File: config.mk
export PLATFORM = sky130hd
export DESIGN_NAME = replay_sequencer
export DESIGN_NICKNAME = d
export VERILOG_FILES = /design/src/rtl/replay_pkg.sv /design/src/rtl/replay_edge_detect.sv /design/src/rtl/replay_sequencer.sv
export SDC_FILE = /design/constraint.sdc
export NUM_CORES = 1
export LEC_CHECK = 0
export ABC_AREA = 1
export CORE_ASPECT_RATIO = 1.1
export CORE_UTILIZATION = 55
export DETAILED_ROUTE_END_ITERATION = 8
export PLACE_DENSITY = 0.9
export SYNTH_ARGS = -nofsm -noshare
export SYNTH_HDL_FRONTEND = slang
export SYNTH_HIERARCHICAL = 1
export SYNTH_SLANG_ARGS = --single-unit
export TNS_END_PERCENT = 5
File: constraint.sdc
create_clock -name clk -period 8.7 [get_ports clk]
set_clock_uncertainty 0.2 [all_clocks]
set_input_delay 0.87 -clock clk [delete_from_list [all_inputs] [get_ports clk]]
set_output_delay 0.87 -clock clk [all_outputs]
set_load 0.02 [all_outputs]
File: src/rtl/replay_pkg.sv
// Shared definitions for the packet replay sequencer: FSM state encoding
// and bit positions within the software control word.
package replay_pkg;

  typedef enum logic [2:0] {
    S_IDLE   = 3'd0,
    S_STORE  = 3'd1,
    S_STORED = 3'd2,
    S_REQ    = 3'd3,
    S_WAIT   = 3'd4,
    S_GAP    = 3'd5,
    S_DONE   = 3'd6
  } state_t;

  localparam int CTRL_START_STORE  = 0;
  localparam int CTRL_START_REPLAY = 1;
  localparam int CTRL_ABORT        = 2;

endpackage

File: src/rtl/replay_edge_detect.sv
// Registered rising-edge detector for the software control levels.
// The first cycle after reset only loads the history, so levels that are
// still high when reset releases never look like a fresh edge.
module replay_edge_detect #(
  parameter int WIDTH = 3
) (
  input  logic             clk,
  input  logic             reset,
  input  logic [WIDTH-1:0] i_level,
  output logic [WIDTH-1:0] o_rise
);

  logic [WIDTH-1:0] r_prev;
  logic             r_hist_valid;

  // capture previous level; history becomes trustworthy one cycle after reset
  always_ff @(posedge clk) begin
    if (reset) begin
      r_prev       <= '0;
      r_hist_valid <= 1'b0;
    end else begin
      r_prev       <= i_level;
      r_hist_valid <= 1'b1;
    end
  end

  assign o_rise = r_hist_valid ? (i_level & ~r_prev) : '0;

endmodule

File: src/rtl/replay_sequencer.sv
// Replay engine sequencer: counts committed packets during the store phase,
// then requests each stored packet in order with an inter-frame gap,
// looping for a configured number of passes (or until abort).
//
//  state  | meaning
//  IDLE   | no valid store, waiting for start_store
//  STORE  | writer enabled, counting committed packets
//  STORED | store complete, waiting for start_replay/start_store
//  REQ    | one-cycle setup before requesting packet replay_idx
//  WAIT   | replay_req high until replay_ack
//  GAP    | inter-frame gap countdown
//  DONE   | all replay passes finished
module replay_sequencer
  import replay_pkg::*;
#(
  parameter int AXI_DATA_WIDTH = 32,
  parameter int IDX_WIDTH      = 16
) (
  input  logic                      clk,
  input  logic                      reset,
  input  logic [AXI_DATA_WIDTH-1:0] i_ctrl_word,
  input  logic [AXI_DATA_WIDTH-1:0] i_pkt_count,
  input  logic [AXI_DATA_WIDTH-1:0] i_loop_count,
  input  logic [AXI_DATA_WIDTH-1:0] i_ifg_cycles,
  input  logic                      i_store_pkt_done,
  output logic                      o_store_en,
  output logic                      o_replay_req,
  output logic [IDX_WIDTH-1:0]      o_replay_idx,
  input  logic                      i_replay_ack,
  output logic                      o_compelete_store,
  output logic                      o_compelete_replay,
  output logic                      o_busy,
  output logic [AXI_DATA_WIDTH-1:0] o_sent_count
);

  state_t                    r_state, w_state_nxt;
  logic [IDX_WIDTH-1:0]      r_stored, w_stored_nxt;
  logic [IDX_WIDTH-1:0]      r_idx, w_idx_nxt;
  logic [AXI_DATA_WIDTH-1:0] r_loop, w_loop_nxt;
  logic [AXI_DATA_WIDTH-1:0] r_gap, w_gap_nxt;
  logic [AXI_DATA_WIDTH-1:0] r_sent, w_sent_nxt;
  logic                      r_cstore, w_cstore_nxt;
  logic                      r_creplay, w_creplay_nxt;

  logic [2:0]                w_rise;
  logic [IDX_WIDTH-1:0]      w_pkt;
  logic [IDX_WIDTH-1:0]      w_stored_inc;
  logic                      w_last;
  logic [IDX_WIDTH-1:0]      w_idx_adv;
  logic [AXI_DATA_WIDTH-1:0] w_loop_adv;
  logic                      w_done_adv;
  logic                      w_unused;

  replay_edge_detect #(.WIDTH(3)) u_edge (
    .clk     (clk),
    .reset   (reset),
    .i_level (i_ctrl_word[2:0]),
    .o_rise  (w_rise)
  );

  assign w_unused = ^{i_ctrl_word[AXI_DATA_WIDTH-1:3], i_pkt_count[AXI_DATA_WIDTH-1:IDX_WIDTH]};

  assign w_pkt        = i_pkt_count[IDX_WIDTH-1:0];
  assign w_stored_inc = r_stored + IDX_WIDTH'(i_store_pkt_done);

  // Next packet position once the current one (and its gap) is finished.
  assign w_last     = (r_idx == w_pkt - IDX_WIDTH'(1));
  assign w_idx_adv  = w_last ? '0 : r_idx + IDX_WIDTH'(1);
  assign w_loop_adv = w_last ? r_loop + AXI_DATA_WIDTH'(1) : r_loop;
  assign w_done_adv = w_last && (i_loop_count != '0) && (w_loop_adv == i_loop_count);

  // state and counter registers
  always_ff @(posedge clk) begin
    if (reset) begin
      r_state   <= S_IDLE;
      r_stored  <= '0;
      r_idx     <= '0;
      r_loop    <= '0;
      r_gap     <= '0;
      r_sent    <= '0;
      r_cstore  <= 1'b0;
      r_creplay <= 1'b0;
    end else begin
      r_state   <= w_state_nxt;
      r_stored  <= w_stored_nxt;
      r_idx     <= w_idx_nxt;
      r_loop    <= w_loop_nxt;
      r_gap     <= w_gap_nxt;
      r_sent    <= w_sent_nxt;
      r_cstore  <= w_cstore_nxt;
      r_creplay <= w_creplay_nxt;
    end
  end

  // next-state and counter update; abort beats start_store beats start_replay
  always_comb begin
    w_state_nxt   = r_state;
    w_stored_nxt  = r_stored;
    w_idx_nxt     = r_idx;
    w_loop_nxt    = r_loop;
    w_gap_nxt     = r_gap;
    w_sent_nxt    = r_sent;
    w_cstore_nxt  = r_cstore;
    w_creplay_nxt = r_creplay;

    if (w_rise[CTRL_ABORT]) begin
      // compelete_store doubles as "stored data is valid"
      w_state_nxt   = r_cstore ? S_STORED : S_IDLE;
      w_creplay_nxt = 1'b0;
    end else begin
      case (r_state)
        S_IDLE: begin
          if (w_rise[CTRL_START_STORE]) begin
            w_state_nxt   = S_STORE;
            w_stored_nxt  = '0;
            w_cstore_nxt  = 1'b0;
            w_creplay_nxt = 1'b0;
          end
        end
        S_STORE: begin
          w_stored_nxt = w_stored_inc;
          // comparing the incremented count lets completion show the cycle after the last pulse
          if ((r_stored == w_pkt) || (w_stored_inc == w_pkt)) begin
            w_state_nxt  = S_STORED;
            w_cstore_nxt = 1'b1;
          end
        end
        S_STORED, S_DONE: begin
          if (w_rise[CTRL_START_STORE]) begin
            w_state_nxt   = S_STORE;
            w_stored_nxt  = '0;
            w_cstore_nxt  = 1'b0;
            w_creplay_nxt = 1'b0;
          end else if (w_rise[CTRL_START_REPLAY]) begin
            w_idx_nxt     = '0;
            w_loop_nxt    = '0;
            w_sent_nxt    = '0;
            w_state_nxt   = (w_pkt == '0) ? S_DONE : S_REQ;
            w_creplay_nxt = (w_pkt == '0);
          end
        end
        S_REQ: begin
          w_state_nxt = S_WAIT;
        end
        S_WAIT: begin
          if (i_replay_ack) begin
            w_sent_nxt = (r_sent == '1) ? r_sent : r_sent + AXI_DATA_WIDTH'(1);
            if (i_ifg_cycles != '0) begin
              w_state_nxt = S_GAP;
              w_gap_nxt   = i_ifg_cycles - AXI_DATA_WIDTH'(1);
            end else begin
              w_idx_nxt     = w_idx_adv;
              w_loop_nxt    = w_loop_adv;
              w_state_nxt   = w_done_adv ? S_DONE : S_REQ;
              w_creplay_nxt = w_done_adv;
            end
          end
        end
        S_GAP: begin
          if (r_gap == '0) begin
            w_idx_nxt     = w_idx_adv;
            w_loop_nxt    = w_loop_adv;
            w_state_nxt   = w_done_adv ? S_DONE : S_REQ;
            w_creplay_nxt = w_done_adv;
          end else begin
            w_gap_nxt = r_gap - AXI_DATA_WIDTH'(1);
          end
        end
        default: begin
          w_state_nxt = S_IDLE;
        end
      endcase
    end
  end

  assign o_store_en         = (r_state == S_STORE);
  assign o_replay_req       = (r_state == S_WAIT);
  assign o_replay_idx       = r_idx;
  assign o_compelete_store  = r_cstore;
  assign o_compelete_replay = r_creplay;
  assign o_busy             = (r_state != S_IDLE) && (r_state != S_DONE);
  assign o_sent_count       = r_sent;

endmodule

=== Yosys cells after proc, flatten, opt, wreduce, memory -nomap -nowiden ===
Cells that the tools add are included.

* Output and inout port bits: 53
* Flip-flop bits (word level): 137
* Memory bits (writable): 0
* Word-level logic and storage cells: 120
* Input port bits: 132
* Memory bits (read-only): 0
* Memories: 0
* Latch bits: 0

* Bitwise gates (word level): 3
* Multiplexer cells: 46
* Multiply operators: 0
* Reductions and logical operators: 25
* Equal/unequal tests: 29
* $lt $le $gt $ge: 0
* Add/subtract/negate cells: 7
* Shift operators: 0
* Div/mod/pow operators: 0

{| class="wikitable"
|+ Operators with widths
! operator !! number
|-
| $mux W32 || 11
|-
| $pmux W32 S2 || 2
|-
| $mux W16 || 7
|-
| $pmux W32 S3 || 1
|-
| $add A32 B1 Y32 const B || 2
|-
| $reduce_bool A32 Y1 || 2
|-
| $sub A32 B1 Y32 const B || 2
|-
| $eq A16 B16 Y1 || 3
|-
| $pmux W16 S3 || 1
|-
| $mux W3 || 11
|-
| $eq A32 B32 Y1 || 1
|-
| $eq A32 B32 Y1 const B || 1
|-
| $logic_not A32 Y1 || 1
|-
| $pmux W16 S2 || 1
|-
| $pmux W3 S6 || 1
|-
| $add A16 B1 Y16 || 1
|-
| $add A16 B1 Y16 const B || 1
|-
| $logic_not A16 Y1 || 1
|-
| $sub A16 B1 Y16 const B || 1
|-
| $ne A2 B1 Y1 const B || 6
|-
| $ne A3 B1 Y1 const B || 4
|-
| $reduce_and A6 Y1 || 2
|-
| $ne A2 B2 Y1 const B || 5
|-
| $reduce_and A5 Y1 || 2
|-
| 24 further kinds || 40
|}

=== Logic depth before layout (Yosys ltp) ===
* Depth in word-level cells: 10
* Mapped depth: 26
* Mapped depth without buffers: 25

=== Cells and area by module ===
The synthesis kept the hierarchy.

{| class="wikitable"
|+ By module, submodules not included
! module !! times used !! seq. area each (µm²) !! cells an instance !! area an instance (µm²)
|-
| replay_sequencer || 1 || 2662.6 || 1693 || 10372.4
|-
| replay_edge_detect || 1 || 80.1 || 17 || 128.9
|}

=== Worst setup path after synthesis ===
OpenSTA, ideal clock, no wires.

* Path type: input to register
* From: input i_store_pkt_done
* To: register r_state[0]
* Cell stages on the path: 18
* Buffers on the path: 0
* Data arrival time: 3.104 ns
* Required time: 8.430 ns
* Slack: 5.325 ns
* Setup time: 0.070 ns
* Cell sequence: ha_1 ha_1 nand3_1 nor2_1 nand2_1 nor2_1 nand3_1 nor2_1 nand2_1 xor2_1 nand3_1 nor3b_1 nand3_1 nand2_1 nand2_1 nor2_1 nand2_1 a21oi_1

* Longest elaborated chain between the ends: 5

{| class="wikitable"
|+ Ends and longest elaborated chain
! element !! RTL line !! source
|-
| start, declared || replay_sequencer.sv:25 || <nowiki>input logic i_store_pkt_done,</nowiki>
|-
| $add A16 B1 Y16 || replay_sequencer.sv:64 || <nowiki>assign w_stored_inc = r_stored + IDX_WIDTH'(i_store_pkt_done);</nowiki>
|-
| $eq A16 B16 Y1 || replay_sequencer.sv:123 || <nowiki>if ((r_stored == w_pkt) || (w_stored_inc == w_pkt)) begin</nowiki>
|-
| $logic_or A1 B1 Y1 || replay_sequencer.sv:123 ||
|-
| $ne A3 B1 Y1 (no source line) || -- ||
|-
| $reduce_and A5 Y1 (no source line) || -- ||
|-
| end signal, assigned || replay_sequencer.sv:84 || <nowiki>r_state <= w_state_nxt;</nowiki>
|-
| end, declared || replay_sequencer.sv:36 || <nowiki>state_t r_state, w_state_nxt;</nowiki>
|}

No other way between the ends.
A chain may end at the register's enable or synchronous reset.

=== Final worst setup path ===
* From: input i_pkt_count[6]
* To: register r_state[2]

* Longest elaborated chain between the ends: 10
* Elaborated cells between the ends (all ways): 21
* Classes of those cells: 1 x add/sub; 5 x eq/ne; 10 x mux; 5 x reduce/logical

{| class="wikitable"
|+ Ends and longest elaborated chain
! element !! RTL line !! source
|-
| start, declared || replay_sequencer.sv:22 || <nowiki>input logic [AXI_DATA_WIDTH-1:0] i_pkt_count,</nowiki>
|-
| $sub A16 B1 Y16 || replay_sequencer.sv:67 || <nowiki>assign w_last = (r_idx == w_pkt - IDX_WIDTH'(1));</nowiki>
|-
| $eq A16 B16 Y1 || replay_sequencer.sv:67 ||
|-
| $mux W32 || replay_sequencer.sv:69 || <nowiki>assign w_loop_adv = w_last ? r_loop + AXI_DATA_WIDTH'(1) : r_loop;</nowiki>
|-
| $eq A32 B32 Y1 || replay_sequencer.sv:70 || <nowiki>assign w_done_adv = w_last && (i_loop_count != '0) && (w_loop_adv == i_loop_count);</nowiki>
|-
| $logic_and A1 B1 Y1 || replay_sequencer.sv:70 ||
|-
| $mux W3 || replay_sequencer.sv:154, replay_sequencer.sv:163 ||
|-
| $mux W3 || replay_sequencer.sv:148 || <nowiki>if (i_ifg_cycles != '0) begin</nowiki>
|-
| $mux W3 || replay_sequencer.sv:146 || <nowiki>if (i_replay_ack) begin</nowiki>
|-
| $pmux W3 S6 || replay_sequencer.sv:111 || <nowiki>case (r_state)</nowiki>
|-
| $mux W3 || replay_sequencer.sv:106 || <nowiki>if (w_rise[CTRL_ABORT]) begin</nowiki>
|}

Parallel ways exist; a longest one is shown, timed or not. The select of a mux whose other input is x is not followed.

==> flow_metrics.env <==
export IMPL_pin_count=185
export IMPL_grt_pass1_vias=10900
export IMPL_fmax_ghz=0.199
export IMPL_tightest_slew_ns=0.837
export IMPL_yosysUniqueCellTypes=57
export IMPL_dp_hpwl_um=20700
export IMPL_grt_overflow_total=0
export IMPL_track_usage=0.292
export IMPL_cts_sinks=137
export IMPL_r2r_start="o_replay_idx[5]"
export IMPL_max_cap_violations=0
export IMPL_maxSlewHeadroom=0.441
export IMPL_portBuffers=139
export IMPL_min_period_ns=5.02
export IMPL_crit_start="i_pkt_count[6]"
export IMPL_syn_area_per_cell_um2=6.14
export IMPL_ys_seq_area_frac=0.261
export IMPL_antennaDiodeCount=0
export IMPL_crit_buf_inv=2
export IMPL_min_period_over_period=0.577
export IMPL_cts_tree="done"
export IMPL_setup_tns_ns=0
export IMPL_cp_max_fo=38
export IMPL_cts_resized=0
export IMPL_ys_ff_latch=137
export IMPL_dieWidth_um=134
export IMPL_dieHeight_um=147
export IMPL_cp_slowest_cell="nand3_4"
export IMPL_dp_cells=2048
export IMPL_antenna_found_initial=0
export IMPL_final_antenna_net_count=0
export IMPL_hold_buffers=0
export IMPL_grt_max_degree=62
export IMPL_clk_latency_ns=0.44
export IMPL_htreeDepth=4
export IMPL_gp_congestion=0.902
export IMPL_grt_pass1_wl_um=47400
export IMPL_critPathRequiredTime_ns=8.86
export IMPL_post_route_util=0.679
export IMPL_crit_arrival_ns=5.18
export IMPL_layout_nets=1963
export IMPL_critPathTopFamily="simple AND/OR/NAND/NOR gates"
export IMPL_start_kind="input pin"
export IMPL_vias_per_cell=5.59
export IMPL_initial_core_util=0.566
export IMPL_totalWireLength_um=28800
export IMPL_clk_root_buffer_cell="clkbuf_16"
export IMPL_vias=11600
export IMPL_hold_slack_ns=0.286
export IMPL_fp_coreArea_um2=18500
export IMPL_crit_top_cell="nand2_1"
export IMPL_rsz0062_at_grt="no"
export IMPL_postCtsSetupBuffers=0
export IMPL_drt_initial_drc_count=1037
export IMPL_slowest_delay_ns=0.68
export IMPL_synth_cells=1710
export IMPL_setup_viol=0
export IMPL_area_growth_pct=20.0
export IMPL_first_pass_iters=7
export IMPL_die_area_um2=19700
export IMPL_drc=0
export IMPL_syn_nets=1849
export IMPL_rows=52
export IMPL_clk_path_buf_depth=2
export IMPL_drv_slew=0
export IMPL_layout_drive_gt1_share=0.0680
export IMPL_clk_pin_slew_ns=0.07
export IMPL_p_per_area_nw_per_um2=128
export IMPL_hp_start="r_loop[14]"
export IMPL_outcome="complete, no violations"
export IMPL_cts_buffers=17
export IMPL_p_leak_nw=5.17
export IMPL_worstPathCellList="clkdlybuf4s50_1 -> nor2_2 -> nand2_2 -> nor2_4 -> nand3_1 -> nand3_1 -> nand3_1 -> nor2_4 -> nand3_4 -> inv_4 -> nand2_1 -> nand2_1 -> nand2_1 -> nand2_1 -> nand2_1 -> nor2_1 -> nand2_1 -> nor2_1 -> nand3_1 -> nand3_1 -> nand2_1 -> a21oi_1"
export IMPL_syn_cell_area_um2=10500
export IMPL_ys_warn_count=6
export IMPL_final_cell_count_no_fill=2080
export IMPL_path_class="in -> reg"
export IMPL_post_drt_wl_per_cell_um=13.9
export IMPL_max_vdd_ir_drop_uv=142
export IMPL_worstSetupEndpointType="flop"
export IMPL_hold_class="reg -> reg"
export IMPL_timing_final_hold_violations=0
## Yosys cell counts, drive strengths merged
cell type  count  area [um^2]
a2111oi        1         8.76
a211oi         6         45.0
a21o           1         7.51
a21oi         92          460
a221oi         2         17.5
a22oi          1         7.51
a311oi         1         8.76
a31o           1         8.76
a31oi         11         68.8
a32o           1         10.0
buf           22          154
clkbuf        29          110
clkinv         3         11.3
dfxtp        137         2740
ha             7         87.6
inv          263          992
mux2i          1         10.0
nand2        442         1710
nand3        128          673
nand3b         9         67.6
nand4         58          363
nor2         191          831
nor3          39          231
nor3b          4         30.0
nor4          32          215
nor4b          1         15.0
o2111ai        1         8.76
o211a          1         10.0
o211ai         3         22.5
o21a           7         52.6
o21ai         93          484
o21bai         9         67.6
o221a          2         22.5
o221ai         2         17.5
o22ai          1         6.26
or2           10         62.6
xnor2         21          184
xor2          77          674
## worst paths after layout
path           endpoint  slack [ns]  cells after the start
max          r_state[2]        3.68                     22
min          r_loop[14]        0.29                      2
max reg2reg  r_state[2]        4.58                     22
min reg2reg  r_loop[14]        0.29                      2
## cell families after synthesis
group | after synthesis | share of synthesized area
simple gates | 914 | 0.400
mux | 1 | 0.000953
fa+ha+maj | 7 | 0.00834
xor+xnor | 98 | 0.0817
buf+inv | 317 | 0.121
compound gates | 236 | 0.127
flops | 137 | 0.261
## placed cells by master, fill, tap and decap left out, drive strengths merged, types with 3 or more instances in the layout
cell type / Yosys / layout
nor4: 32 / 32
a31oi: 11 / 11
nand4: 58 / 58
inv: 263 / 273
dfxtp: 137 / 137
xnor2: 21 / 21
clkbuf: 29 / 18
a21oi: 92 / 92
buf: 22 / 8
clkinv: 3 / 5
xor2: 77 / 77
o21a: 7 / 7
nand3: 128 / 128
o21bai: 9 / 9
nor3: 39 / 39
ha: 7 / 7
o21ai: 93 / 93
a211oi: 6 / 6
nand2: 442 / 442
or2: 10 / 10
o211ai: 3 / 3
nor3b: 4 / 4
clkdlybuf4s50: 0 / 138
nor2: 191 / 191
nand3b: 9 / 9
## per-layer routing
| layer | global-route usage | vias up | share of wire |
|---|---|---|---|
| li1 | - | 5775 | - |
| met1 | 0.342 | 5258 | 0.40 |
| met2 | 0.512 | 503 | 0.49 |
| met3 | 0.0431 | 100 | 0.070 |
| met4 | 0.152 | 0 | 0.036 |
| met5 | 0 | - | 0 |
## worst register-to-register path, cell delays in order (launching register included)
cell,delay [ns]
dfxtp_1,0.49
inv_1,0.12
nand2_1,0.12
nand2_1,0.07
o21ai_0,0.10
nand2_1,0.09
nor2_1,0.10
inv_1,0.07
nor2_4,0.57
nand3_4,0.62
inv_4,0.33
nand2_1,0.12
nand2_1,0.08
nand2_1,0.05
nand2_1,0.06
nand2_1,0.06
nor2_1,0.19
nand2_1,0.07
nor2_1,0.17
nand3_1,0.14
nand3_1,0.09
nand2_1,0.06
a21oi_1,0.11
## power breakdown
group          internal [mW]  switching, mW
clock                  0.444          0.318
sequential             0.631        0.00561
combinational         0.0868          0.127
total                   1.16          0.451
## state kept, by name (all words and copies together) (netlist names)
register,flops
o_sent_count,32
r_gap,32
r_loop,32
o_replay_idx,16
r_stored,16
r_state,3
u_edge/r_prev,3
o_compelete_replay,1
o_compelete_store,1
u_edge/r_hist_valid,1
## layout make-up
| type | count | area, um^2 |
|---|---|---|
| multi-input cells | 1256 | 6500 |
| inverters | 266 | 1000 |
| fillers | 1589 | 5940 |
| flip-flops and latches | 137 | 2740 |
| repair buffers | 146 | 1440 |
| clock inverters | 14 | 175 |
| clock buffers | 18 | 439 |
| well taps | 243 | 304 |
## per-stage QoR
stage	power (mW)	instance area, um^2	worst slack (ns)
2_1_floorplan	0.774	10500	5.33
6_report	1.61	12600	3.68
4_1_cts	1.61	12600	3.76
5_1_grt	1.67	12600	3.27
3_3_place_gp	0.855	12000	3.39
3_5_place_dp	0.860	12000	3.30
Note: power is estimated with default switching activity, not from simulation.
